<file path="src/rtl/seq_mult_pkg.sv">
// Shared types and constants for the iterative shift-add multiplier.
// FSM state encoding, signedness mode encoding and the counter-width helper.
package seq_mult_pkg;

    typedef enum logic [1:0] {
        IDLE   = 2'd0,
        BUSY   = 2'd1,
        FINISH = 2'd2
    } state_t;

    localparam logic MODE_UNSIGNED = 1'b0;
    localparam logic MODE_SIGNED   = 1'b1;

    function automatic int cnt_w(input int width);
        return $clog2(width + 1);
    endfunction

endpackage

</file>
<file path="src/rtl/seq_mult_negate.sv">
// Conditional two's-complement: out = en ? -in : in.
// Used for operand magnitudes and for the final product sign fix-up.
module seq_mult_negate #(
    parameter int N = 32
) (
    input  logic         en,
    input  logic [N-1:0] in,
    output logic [N-1:0] out
);

    assign out = en ? (~in + N'(1)) : in;

endmodule

</file>
<file path="src/rtl/seq_mult_unit.sv">
// Iterative shift-add multiplier, one multiplier bit per cycle, hi/lo result with busy/done.
// Build option: define SEQ_MULT_EARLY_EXIT_EN to finish as soon as the remaining multiplier bits are zero.
module seq_mult_unit
    import seq_mult_pkg::*;
#(
    parameter int WIDTH = 32,
    parameter int CNT_W = cnt_w(WIDTH)
) (
    input  logic             clk,
    input  logic             reset,
    input  logic             start,
    input  logic             is_signed,
    input  logic [WIDTH-1:0] src_a,
    input  logic [WIDTH-1:0] src_b,
    output logic             busy,
    output logic             done,
    output logic [WIDTH-1:0] hi,
    output logic [WIDTH-1:0] lo
);

    state_t               r_state;
    state_t               w_state_nxt;
    logic [2*WIDTH-1:0]   r_mag_a;
    logic [2*WIDTH-1:0]   r_acc;
    logic [2*WIDTH-1:0]   r_prod;
    logic [WIDTH-1:0]     r_mag_b;
    logic [CNT_W-1:0]     r_cnt;
    logic                 r_neg;
    logic                 r_done;

    logic                 w_sign_a;
    logic                 w_sign_b;
    logic                 w_accept;
    logic                 w_last;
    logic [WIDTH-1:0]     w_mag_a;
    logic [WIDTH-1:0]     w_mag_b;
    logic [2*WIDTH-1:0]   w_prod;

    assign w_sign_a = (is_signed == MODE_SIGNED) & src_a[WIDTH-1];
    assign w_sign_b = (is_signed == MODE_SIGNED) & src_b[WIDTH-1];

    seq_mult_negate #(.N(WIDTH)) u_neg_a (.en(w_sign_a), .in(src_a), .out(w_mag_a));
    seq_mult_negate #(.N(WIDTH)) u_neg_b (.en(w_sign_b), .in(src_b), .out(w_mag_b));
    seq_mult_negate #(.N(2*WIDTH)) u_neg_p (.en(r_neg), .in(r_acc), .out(w_prod));

    // Start is honoured in FINISH too, giving back-to-back operations.
    assign w_accept = start & ((r_state == IDLE) | (r_state == FINISH));

`ifdef SEQ_MULT_EARLY_EXIT_EN
    assign w_last = (r_cnt == CNT_W'(1)) | (r_mag_b[WIDTH-1:1] == '0);
`else
    assign w_last = (r_cnt == CNT_W'(1));
`endif

    always_ff @(posedge clk or negedge reset) begin
        if (!reset) begin
            r_state <= IDLE;
        end else begin
            r_state <= w_state_nxt;
        end
    end

    always_comb begin
        w_state_nxt = r_state;
        busy        = 1'b0;
        case (r_state)
            IDLE:    if (start) w_state_nxt = BUSY;
            BUSY: begin
                busy = 1'b1;
                if (w_last) w_state_nxt = FINISH;
            end
            FINISH:  w_state_nxt = start ? BUSY : IDLE;
            default: w_state_nxt = IDLE;
        endcase
    end

    always_ff @(posedge clk or negedge reset) begin
        if (!reset) begin
            r_mag_a <= '0;
            r_mag_b <= '0;
            r_acc   <= '0;
            r_cnt   <= '0;
            r_neg   <= 1'b0;
            r_prod  <= '0;
            r_done  <= 1'b0;
        end else begin
            r_done <= 1'b0;
            if (w_accept) begin
                r_mag_a <= {{WIDTH{1'b0}}, w_mag_a};
                r_mag_b <= w_mag_b;
                r_acc   <= '0;
                r_cnt   <= CNT_W'(WIDTH);
                r_neg   <= w_sign_a ^ w_sign_b;
            end else if (r_state == BUSY) begin
                if (r_mag_b[0]) r_acc <= r_acc + r_mag_a;
                r_mag_a <= r_mag_a << 1;
                r_mag_b <= r_mag_b >> 1;
                r_cnt   <= r_cnt - CNT_W'(1);
            end
            // The result is published only here, so hi/lo never show partial sums.
            if (r_state == FINISH) begin
                r_prod <= w_prod;
                r_done <= 1'b1;
            end
        end
    end

    assign done = r_done;
    assign hi   = r_prod[2*WIDTH-1:WIDTH];
    assign lo   = r_prod[WIDTH-1:0];

endmodule

</file>
<file path="config.mk">
export PLATFORM = sky130hd
export DESIGN_NAME = seq_mult_unit
export DESIGN_NICKNAME = d
export VERILOG_FILES = /design/src/rtl/seq_mult_pkg.sv /design/src/rtl/seq_mult_negate.sv /design/src/rtl/seq_mult_unit.sv
export SDC_FILE = /design/constraint.sdc
export NUM_CORES = 1
export LEC_CHECK = 0
export ABC_CLOCK_PERIOD_IN_PS = 4400
export CORE_MARGIN = 3
export CORE_UTILIZATION = 59
export DETAILED_ROUTE_END_ITERATION = 8
export PLACE_DENSITY = 0.81
export SYNTH_ARGS = -nofsm -noshare
export SYNTH_HDL_FRONTEND = slang
export SYNTH_SLANG_ARGS = --single-unit
</file>
<file path="constraint.sdc">
create_clock -name clk -period 4.4 [get_ports clk]
set_input_delay 1.1 -clock clk [delete_from_list [all_inputs] [get_ports clk]]
set_output_delay 1.1 -clock clk [all_outputs]
set_load 0.005 [all_outputs]
</file>
==> impl_summary.txt <==
----------------------------------------------------
[Clock network]
  Worst-case clock buffer depth ... 3
  Maximum level of the CTS H-tree ... 1
  Post-CTS sizing ... 0
  Number of buffers inserted by hold repair at cts ... 0
  Clock buffers created by TritonCTS ... 26
  Library cell used as clock root buffer ... sky130_fd_sc_hd__clkbuf_16
  Clock insertion delay at the later pin of the skew report ... 0.53 ns
  TritonCTS clock tree ... yes
  Post-CTS clock slew at the launch and capture registers of the worst setup and hold paths ... 0.06 ns
  Total number of clock tree sinks ... 234
  Post-CTS setup buffer count ... 0

[Logic synthesis]
  Dominant cell type by area after synthesis ... sky130_fd_sc_hd__dfrtp_1
  Syn nets ... 1936
  Register bit count reported by yosys ... 234
  Adder-Cell Fraction of Synth Area ... 5.77%
  Cell variety after synth ... 66
  Fraction of the yosys area taken by sequential cells ... 38.8%
  Syn Std Cell Area ... 0.0151 mm2
  Post-Syn Instances ... 1799
  YS warnings ... 0
  Top post-synthesis cells by area ... sky130_fd_sc_hd__dfrtp_1 (39%), sky130_fd_sc_hd__nand2_1 (7.5%), sky130_fd_sc_hd__xor2_1 (7.0%), sky130_fd_sc_hd__o21ai_0 (6.6%), sky130_fd_sc_hd__ha_1 (5.6%)
  Number of flops mapped to enable cells by yosys ... 0
  Multiplexer area fraction after synthesis ... 0.0664%
  Async set-or-reset flop fraction in the synthesized netlist ... 100%
  Primary FF master, synth ... sky130_fd_sc_hd__dfrtp_1
  Parity-gate share of the synthesized area counting xor and xnor cells ... 10.6%
  Average cell area after synthesis ... 8.38 um2
  Synth Area in Compound Gates ... 22.6%
  Simple logic cell fraction of the synthesized area ... 18.7%
  Combinational family with the most area after synthesis ... compound AO/OA/AOI/OAI gates
  Area fraction of the dominant cell type after synthesis ... 38.8%

[Timing]
  Fin crit period ... 3.95 ns
  Final Cycle Share ... 89.8%
  Unrepaired setup endpoints after global routing ... false
  Setup TNS Final ... 0 ns
  Slew Viols, Final ... 0
  Worst Tran Pin Value ... 0.912 ns
  Max Clk Rate ... 253 MHz
  Worst-case clock skew ... 0.00869 ns
  Final hold violation count ... 0
  Count of endpoints failing setup in the final report ... 0
  Worst slew margin relative to its limit ... 39.2%

[Route]
  Mean number of vias per cell ... 6.15
  DRC viols ... 0
  Routed Wire Length ... 39300 um
  Average routed wire per standard cell ... 17.7 um
  Antenna-violating nets left ... 0
  Number of iterations in the first detailed-routing pass ... 5
  Via count ... 13652
  Initial DRC count ... 1119

[Floorplan]
  Std-Cell Core Area ... 0.0247 mm2
  Height of the die ... 166 um
  Initial Util ... 60.9%
  Die Width ... 166 um
  Full die area ... 0.0275 mm2
  Top-level I/O count ... 134
  Num rows ... 57

[Global route]
  First-pass GRT wire length ... 64500 um
  Largest net degree at the start of global routing ... 112
  Initial antenna violation count ... 0
  Global-route total usage across every layer ... 27.7%
  Overall overflow remaining after global route ... 0
  Number of global-route vias before repair ... 12788

[Min path]
  Worst Hold Class ... flip-flop to flip-flop

[Critical path]
  Class of the most critical setup path ... flip-flop to flip-flop
  Worst Path Max Fanout ... 6
  CP dominant cell by count ... sky130_fd_sc_hd__or4_4
  Max incr delay on CP ... 0.60 ns
  Buffering stage count on the worst path with inverters included ... 0
  CP Data Arrival Time ... 4.33 ns
  Slowest cell on the critical path ... sky130_fd_sc_hd__or4_4
  Cell Chain, Critical Path ... or4_4, or4_1, or4_4, or4_4, or3_4, nor3_4, nand3_2, o31ai_2, xor2_1, o21ai_1
  Delay-heaviest family, CP ... simple AND/OR/NAND/NOR gates
  Required time reported for the critical path endpoint ... 4.78 ns
  Endpoint type of the worst setup path ... flip-flop
  Nature of the critical path startpoint ... flip-flop

[Finish]
  Fraction of final layout cells sized beyond drive strength 1 ... 4.75%
  Layout Cells excl Fill ... 2219
  Commonest cells after routing, fill and taps aside ... sky130_fd_sc_hd__nand2_1 (301), sky130_fd_sc_hd__dfrtp_1 (233), sky130_fd_sc_hd__o21ai_0 (200)
  Most common library cell in the layout ignoring fill and taps ... sky130_fd_sc_hd__nand2_1
  Layout Nets ... 2015
  Antenna cell count ... 0
  Area overhead of the layout relative to synthesis ... 16.6%
  Fillers ... 1927

[Power]
  Share of power burned in combinational logic ... 50.5%
  Proportion of power drawn by the clock network ... 18.2%
  Sw Ratio ... 43.8%
  Power density normalized to cell area ... 739 mW/mm2
  Lkg Pwr ... 7.50 nW
  Peak supply drop ... 0.425 mV
  Power dissipated by switching net loads ... 5.69 mW
  Internal power component ... 7.30 mW
  Power share of the sequential group ... 31.4%

[Flow run]
  Max-capacitance violation count ... 0

[Placement]
  # port buffers ... 133
  DP HPWL ... 28700 um
  Weighted congestion reported at the end of routability-driven placement ... 0.908
  Dpl cells ... 2174

[Status]
  Outcome ... finished clean

----------------------------------------------------
[layer usage]
layer | vias up | wire (um) | GRT usage, %
li1 | 6619 | - | -
met2 | 453 | 17900 | 44.4
met4 | 0 | 588 | 5.53
met1 | 6530 | 17900 | 40.6
met5 | - | 0 | 0
met3 | 50 | 2850 | 3.88
[metrics by stage]
stage | cell area (um2) | setup WS, ns | util, % | total power, mW | hold slack [ns]
global route | 17600 | 0.126 | 71.0 | 14.0 | 0.502
finish | 17600 | 0.448 | 71.0 | 13.0 | 0.474
detailed placement | 16600 | 0.348 | 67.2 | 10.5 | 0.469
global placement | 16600 | 0.383 | 67.2 | 10.4 | 0.459
CTS | 17600 | 0.450 | 71.0 | 12.9 | 0.481
floorplan | 15100 | 0.793 | - | 8.54 | 0.466
[power by group through the flow]
stage	Sequential, mW	Clock [mW]	Combinational (mW)
after CTS	4.03	2.40	6.52
after global placement	4.02	0	6.34
after floorplan	3.69	0	4.85
after global routing	4.17	2.50	7.34
after detailed placement	4.05	0	6.48
final	4.07	2.36	6.56
[synth_stat cells (all sizes together), types with 15 or more instances]
cell / instances
a21o: 17
a21oi: 105
a22o: 32
a31oi: 68
clkbuf: 99
dfrtp: 234
ha: 68
inv: 31
nand2: 302
nand3: 63
nand4: 22
nor2: 119
nor3: 25
nor4: 15
o21ai: 208
o21bai: 17
o31ai: 24
o41ai: 18
or4: 21
xnor2: 63
xor2: 120
[worst min-delay path, cell delays in order, from the launching register on]
cell	delay (ns)
sky130_fd_sc_hd__dfrtp_1	0.34
sky130_fd_sc_hd__nand2_1	0.04
sky130_fd_sc_hd__o21ai_0	0.06
[cell type report]
type                            instances  area, um2  area share [%]
Tap cell                              324        405            2.31
Inverter                               31        116           0.662
Timing Repair Buffer                  154       1520            8.64
Clock buffer                           38        777            4.42
Multi-Input combinational cell       1431       8740            49.7
Clock inverter                          7        160           0.911
Sequential cell                       234       5860            33.3
[sequential cells by signal (all words and copies together) (netlist names)]
register / count
r_mag_a: 64
r_acc: 64
r_state: 2
r_cnt: 6
r_mag_b: 32
done: 1
r_prod: 64
r_neg: 1
[path summary, 6_finish.rpt]
check	start	end	slack [ns]	cells after the start
max	r_acc[12]$_DFFE_PN0P_	r_prod[57]$_DFFE_PN0P_	0.45	10
min	r_prod[24]$_DFFE_PN0P_	r_prod[24]$_DFFE_PN0P_	0.47	2
max reg2reg	r_acc[12]$_DFFE_PN0P_	r_prod[57]$_DFFE_PN0P_	0.45	10
min reg2reg	r_prod[24]$_DFFE_PN0P_	r_prod[24]$_DFFE_PN0P_	0.47	2
max in group asynchronous	reset	r_prod[29]$_DFFE_PN0P_	2.65	2
min in group asynchronous	reset	r_mag_b[5]$_DFFE_PN0P_	0.59	1
[cell families after synthesis]
| logic type | Yosys count |
|---|---|
| flip-flops | 234 |
| adder cells (fa/ha/maj) | 69 |
| buffers and inverters | 134 |
| AO/OA/AOI/OAI | 554 |
| multiplexers | 1 |
| AND/OR/NAND/NOR | 624 |
| XOR/XNOR | 183 |
(Power assumes the default switching activity.)
